**src/rtl/cfg_pkg.sv**
```systemverilog
// rtl/cfg_pkg.sv - shared state encoding and default word width for the config loader
package cfg_pkg;

  localparam int CFG_WORD_W = 8;

  typedef enum logic [1:0] {
    IDLE  = 2'd0,
    LOAD  = 2'd1,
    SHIFT = 2'd2,
    DONE  = 2'd3
  } cfg_state_e;

endpackage

```
**src/rtl/cfg_rb_collect.sv**
```systemverilog
// rtl/cfg_rb_collect.sv - MSB-first readback collector, flushes full or final partial words
module cfg_rb_collect #(
  parameter int WORD_W = 8
) (
  input  logic              clk,
  input  logic              nrst,
  input  logic              clear_i,
  input  logic              sample_i,
  input  logic              bit_i,
  input  logic              last_i,
  output logic [WORD_W-1:0] rb_data_o,
  output logic              rb_valid_o
);

  localparam int CW = $clog2(WORD_W + 1);
  localparam logic [CW-1:0] LAST_IDX = CW'(WORD_W - 1);

  logic [WORD_W-1:0] col_q, col_d;
  logic [CW-1:0]     cnt_q, cnt_d;
  logic [WORD_W-1:0] rb_data_q, rb_data_d;
  logic              rb_valid_q, rb_valid_d;
  logic [WORD_W-1:0] word_next;

  assign word_next = {col_q[WORD_W-2:0], bit_i};

  always_comb begin
    col_d      = col_q;
    cnt_d      = cnt_q;
    rb_data_d  = rb_data_q;
    rb_valid_d = 1'b0;
    if (clear_i) begin
      col_d = '0;
      cnt_d = '0;
    end else if (sample_i) begin
      if (last_i || cnt_q == LAST_IDX) begin
        // A short final word is moved up to the MSBs, zeros fill the rest.
        rb_data_d  = word_next << (LAST_IDX - cnt_q);
        rb_valid_d = 1'b1;
        col_d      = '0;
        cnt_d      = '0;
      end else begin
        col_d = word_next;
        cnt_d = cnt_q + CW'(1);
      end
    end
  end

  always_ff @(posedge clk or negedge nrst) begin
    if (!nrst) begin
      col_q      <= '0;
      cnt_q      <= '0;
      rb_data_q  <= '0;
      rb_valid_q <= 1'b0;
    end else begin
      col_q      <= col_d;
      cnt_q      <= cnt_d;
      rb_data_q  <= rb_data_d;
      rb_valid_q <= rb_valid_d;
    end
  end

  assign rb_data_o  = rb_data_q;
  assign rb_valid_o = rb_valid_q;

endmodule

```
**src/rtl/cfg_loader.sv**
```systemverilog
// rtl/cfg_loader.sv - loads a word-fed bitstream into a serial configuration chain with readback
module cfg_loader
  import cfg_pkg::*;
#(
  parameter int CHAIN_LEN = 48,
  parameter int WORD_W    = CFG_WORD_W
) (
  input  logic              clk,
  input  logic              nrst,
  input  logic              en,
  input  logic              start,
  input  logic              abort,
  input  logic [WORD_W-1:0] word_data,
  input  logic              word_valid,
  output logic              word_ready,
  output logic              config_en,
  output logic              config_data_out,
  input  logic              config_data_in,
  output logic [WORD_W-1:0] rb_data,
  output logic              rb_valid,
  output logic              busy,
  output logic              done
);

  localparam int CHAIN_CW = $clog2(CHAIN_LEN + 1);
  localparam int WORD_CW  = $clog2(WORD_W + 1);
  localparam logic [CHAIN_CW-1:0] LAST_CHAIN_BIT = CHAIN_CW'(CHAIN_LEN - 1);
  localparam logic [WORD_CW-1:0]  LAST_WORD_BIT  = WORD_CW'(WORD_W - 1);

  cfg_state_e          state_q, state_d;
  logic [WORD_W-1:0]   shreg_q, shreg_d;
  logic [CHAIN_CW-1:0] chain_cnt_q, chain_cnt_d;
  logic [WORD_CW-1:0]  bit_cnt_q, bit_cnt_d;
  logic                busy_q, done_q;
  logic                shift_fire, start_fire, final_bit;

  // abort wins over everything in the same cycle, so it also masks the strobes.
  assign shift_fire = en & ~abort & (state_q == SHIFT);
  assign start_fire = en & ~abort & start & ((state_q == IDLE) | (state_q == DONE));
  assign final_bit  = (chain_cnt_q == LAST_CHAIN_BIT);

  always_comb begin
    state_d     = state_q;
    shreg_d     = shreg_q;
    chain_cnt_d = chain_cnt_q;
    bit_cnt_d   = bit_cnt_q;
    if (abort) begin
      state_d     = IDLE;
      chain_cnt_d = '0;
      bit_cnt_d   = '0;
    end else if (en) begin
      unique case (state_q)
        IDLE, DONE: begin
          if (start) begin
            state_d     = LOAD;
            chain_cnt_d = '0;
            bit_cnt_d   = '0;
          end
        end
        LOAD: begin
          if (word_valid) begin
            shreg_d   = word_data;
            bit_cnt_d = '0;
            state_d   = SHIFT;
          end
        end
        SHIFT: begin
          shreg_d     = shreg_q << 1;
          chain_cnt_d = chain_cnt_q + CHAIN_CW'(1);
          bit_cnt_d   = bit_cnt_q + WORD_CW'(1);
          if (final_bit) begin
            state_d = DONE;
          end else if (bit_cnt_q == LAST_WORD_BIT) begin
            state_d = LOAD;
          end
        end
        default: state_d = IDLE;
      endcase
    end
  end

  always_ff @(posedge clk or negedge nrst) begin
    if (!nrst) begin
      state_q     <= IDLE;
      shreg_q     <= '0;
      chain_cnt_q <= '0;
      bit_cnt_q   <= '0;
      busy_q      <= 1'b0;
      done_q      <= 1'b0;
    end else begin
      state_q     <= state_d;
      shreg_q     <= shreg_d;
      chain_cnt_q <= chain_cnt_d;
      bit_cnt_q   <= bit_cnt_d;
      busy_q      <= (state_d == LOAD) || (state_d == SHIFT);
      done_q      <= (state_d == DONE);
    end
  end

  assign word_ready      = en & ~abort & (state_q == LOAD);
  assign config_en       = shift_fire;
  assign config_data_out = shift_fire & shreg_q[WORD_W-1];
  assign busy            = busy_q;
  assign done            = done_q;

  cfg_rb_collect #(
    .WORD_W (WORD_W)
  ) u_rb_collect (
    .clk        (clk),
    .nrst       (nrst),
    .clear_i    (abort | start_fire),
    .sample_i   (shift_fire),
    .bit_i      (config_data_in),
    .last_i     (final_bit),
    .rb_data_o  (rb_data),
    .rb_valid_o (rb_valid)
  );

endmodule

```
**config.mk**
```make
export PLATFORM = sky130hd
export DESIGN_NAME = cfg_loader
export DESIGN_NICKNAME = d
export VERILOG_FILES = /design/src/rtl/cfg_pkg.sv /design/src/rtl/cfg_rb_collect.sv /design/src/rtl/cfg_loader.sv
export SDC_FILE = /design/constraint.sdc
export NUM_CORES = 1
export LEC_CHECK = 0
export ABC_CLOCK_PERIOD_IN_PS = 3550
export BUFFER_PORTS_ARGS = -buffer_cell sky130_fd_sc_hd__buf_2
export CORE_UTILIZATION = 30
export CTS_CLUSTER_SIZE = 12
export DETAILED_ROUTE_END_ITERATION = 7
export PLACE_DENSITY_LB_ADDON = 0.08
export SETUP_SLACK_MARGIN = 0.2
export SLEW_MARGIN = 0
export SYNTH_ARGS = -nofsm -noshare
export SYNTH_HDL_FRONTEND = slang
export SYNTH_SLANG_ARGS = --single-unit
```
**constraint.sdc**
```tcl
create_clock -name clk -period 3.55 [get_ports clk]
set_input_delay 0.355 -clock clk [delete_from_list [all_inputs] [get_ports clk]]
set_output_delay 0.355 -clock clk [all_outputs]
set_load 0.005 [all_outputs]
```
==> flow_metrics.py <==
metrics = {
    "critical_path": {
        "critPathKind": "reg2out",
        "crit_fanout": 18,
        "worst_path_max_delay_cell": "ha_1",
        "cp.arrival_ps": 2250,
        "crit_path_cell_trace": "inv_1 > ha_1 > and3b_1 > and2_1 > buf_2",
        "worstSetupStartpointType": "flip-flop",
        "crit_required_ps": 3190,
        "critPathMaxStageDelay_ps": 610,
        "cp_top_family": "simple AND/OR/NAND/NOR gates",
        "crit_buf_inv": 2,
        "critical_path.endpoint_type": "output pin",
    },
    "clock_tree": {
        "cts_max_path_buffers": 2,
        "cts_root_buf": "clkbuf_8",
        "h-tree-depth": 2,
        "post_cts_buffers": 0,
        "clk_pin_slew_ps": 90,
        "clock_sinks": 42,
        "tritoncts": "built",
        "cts-buffers-inserted": 5,
        "cts_hold_buf": 0,
        "insertion_delay_ps": 300,
        "cts.repair.resized": 0,
    },
    "die": {
        "die_area_sq_um": 8090,
        "die_h_microns": 90.0,
        "io_pins": 29,
        "rows": 31,
        "fp.dieW_microns": 90.0,
        "initial_core_util_pct": 31.5,
        "core-area_sq_um": 7370,
    },
    "pwr": {
        "total_power_uw": 924,
        "vdd.ir_drop.worst_mv": 0.126,
        "p_leak_nw": 1.18,
        "powerDensity_nw_per_um2": 357,
    },
    "global_route": {
        "grt_first_pass_wirelength_microns": 8180,
        "gr-max-usage-layer": "met1",
        "antenna_found_initial": 0,
        "use_met2_pct": 17.6,
        "track_usage_pct": 12.6,
        "met1_usage_pct": 19.1,
        "grt_pass1_vias": 1600,
        "grt_overflow": 0,
        "grt_max_degree": 43,
        "use_met3_pct": 2.45,
    },
    "timing": {
        "setup_viol": 0,
        "final.setup_skew_ps": 12.2,
        "fin_hold_ws_ps": 201,
        "slew_viol_final": 0,
        "worst_pin_slew_ps": 957,
        "rsz0062_at_grt": "no",
        "fmax_mhz": 384,
        "finalSetupTns_ps": 0,
        "slew_headroom_pct": 36.2,
        "finalHoldViolCount": 0,
        "period_share_pct": 73.3,
        "fin_crit_ps": 2600,
    },
    "yosys": {
        "synth.distinct_cells": 52,
        "yosysSeqAreaShare_pct": 45.3,
        "yosys_warnings": 0,
        "synth_edf_count": 0,
        "synth_area_sq_um": 2320,
        "synthCells": 212,
        "synth_ff_type": "dfrtp_1",
        "syn_nets": 233,
        "syn-mean-instance-area_sq_um": 10.9,
        "async_flop_share_pct": 100,
        "synth-seq-cells": 42,
    },
    "layout": {
        "final_cell_mix": "dfrtp_1 (42), buf_2 (28), nor2_1 (20), a21oi_1 (15), mux2i_1 (15)",
        "layoutNonFillerInstCount": 334,
        "n_antenna_cell": 0,
        "drive_gt1_share_pct": 23.8,
        "fin_nets": 257,
        "syn_to_final_growth_pct": 11.6,
        "mostFrequentLayoutCell": "dfrtp_1",
    },
    "route": {
        "dr_total_vias": 1647,
        "drcViolationCount": 0,
        "vias_per_cell": 4.93,
        "ant_nets": 0,
        "first_pass_iters": 6,
        "wirelength_microns": 4720,
        "drt-initial-drc-count": 121,
        "wl_per_cell_microns": 14.1,
    },
    "flow_run": {
        "maxCapViolCount": 0,
    },
    "placement": {
        "routabilityCongestion": 0.775,
        "dp_cells": 328,
        "dp_hpwl_microns": 3270,
        "io_buffers": 28,
    },
    "min_path": {
        "min_path_type": "in2async",
    },
    "status": {
        "status": "finished, final reports clean",
    },
}
## per-layer routing
layer,vias up,part of all wire (%)
met5,-,0
met4,0,1.4
met3,6,2.8
met2,31,42
met1,789,54
li1,821,-
## worst register-to-register path, cell delays in order, from the launching register on
cell	delay, ps
dfrtp_1	420
inv_1	70
ha_1	610
mux2i_1	200
nor3b_2	780
o21ai_0	180
## metrics by stage
stage	worst slack, ps	util, %	area [sq um]
5_1_grt	777	35.1	2590
4_1_cts	874	35.1	2590
2_1_floorplan	1800	-	2320
6_report	949	35.1	2590
3_3_place_gp	1140	34.0	2510
3_5_place_dp	1090	34.0	2510
## path summary, 6_finish.rpt
kind,start,endpoint,slack (ps),depth (start not counted)
worst min-delay path,nrst,bit_cnt_q[2],200,1
min in group clk,word_data[0],shreg_q[0],310,3
worst max-delay path,state_q[0],config_data_out,950,5
worst min register to register,chain_cnt_q[5],chain_cnt_q[5],480,1
worst max register to register,state_q[0],shreg_q[0],1130,5
max in group asynchronous,nrst,u_rb_collect.cnt_q[0],2740,1
## flip-flops by register name, summed over array words and instances (netlist names)
register / count
bit_cnt_q: 4
chain_cnt_q: 6
u_rb_collect.cnt_q: 4
shreg_q: 8
state_q: 2
u_rb_collect.rb_data_o: 8
busy: 1
u_rb_collect.rb_valid_o: 1
done: 1
u_rb_collect.col_q: 7
## synthesized netlist by cell type, types with 2 or more instances
cell	instances	area share, %
a211oi_1	2	0.65
a21oi_1	15	3.2
a22o_1	8	3.0
a31oi_1	2	0.54
and2_1	2	0.54
and3_1	2	0.54
and3b_1	4	1.5
buf_2	6	1.3
buf_6	2	0.97
dfrtp_1	42	45
ha_1	6	3.2
inv_1	8	1.3
mux2_2	9	4.4
mux2_4	2	1.3
mux2i_1	15	6.5
mux4_2	2	1.9
nand2_1	7	1.1
nand2b_1	6	1.6
nand3_1	6	1.3
nand3b_1	2	0.65
nor2_1	20	3.2
nor2b_1	3	0.81
nor3b_1	2	0.65
o21a_1	2	0.65
o21ai_0	8	1.7
o31ai_1	2	0.65
o32ai_1	2	0.75
## report_power, final
part / switching [mW] / internal, mW / total [mW] / leakage [nW]
Combinational: 0.0504 / 0.0344 / 0.0848 / 0.565
Clock: 0.163 / 0.150 / 0.313 / 0.0431
Sequential: 0.0156 / 0.510 / 0.526 / 0.568
Total: 0.229 / 0.695 / 0.924 / 1.18
## cell type report
class / count / area [sq um]
clock buffers: 6 / 82.6
repair buffers: 28 / 140
flip-flops and latches: 42 / 1050
inverters: 8 / 30.0
multi-input cells: 151 / 1160
fillers: 762 / 4780
well taps: 99 / 124
## cells by family (layout without fill, tap and decap cells)
| logic type | Yosys count | in the layout | synth area share [%] |
|---|---|---|---|
| compound gates | 51 | 51 | 16.2 |
| fa+ha+maj | 6 | 6 | 3.23 |
| buf+inv | 19 | 42 | 4.64 |
| flops | 42 | 42 | 45.3 |
| mux | 28 | 28 | 14.1 |
| simple gates | 66 | 66 | 16.6 |
No activity file was read; power rests on OpenSTA's default activity.
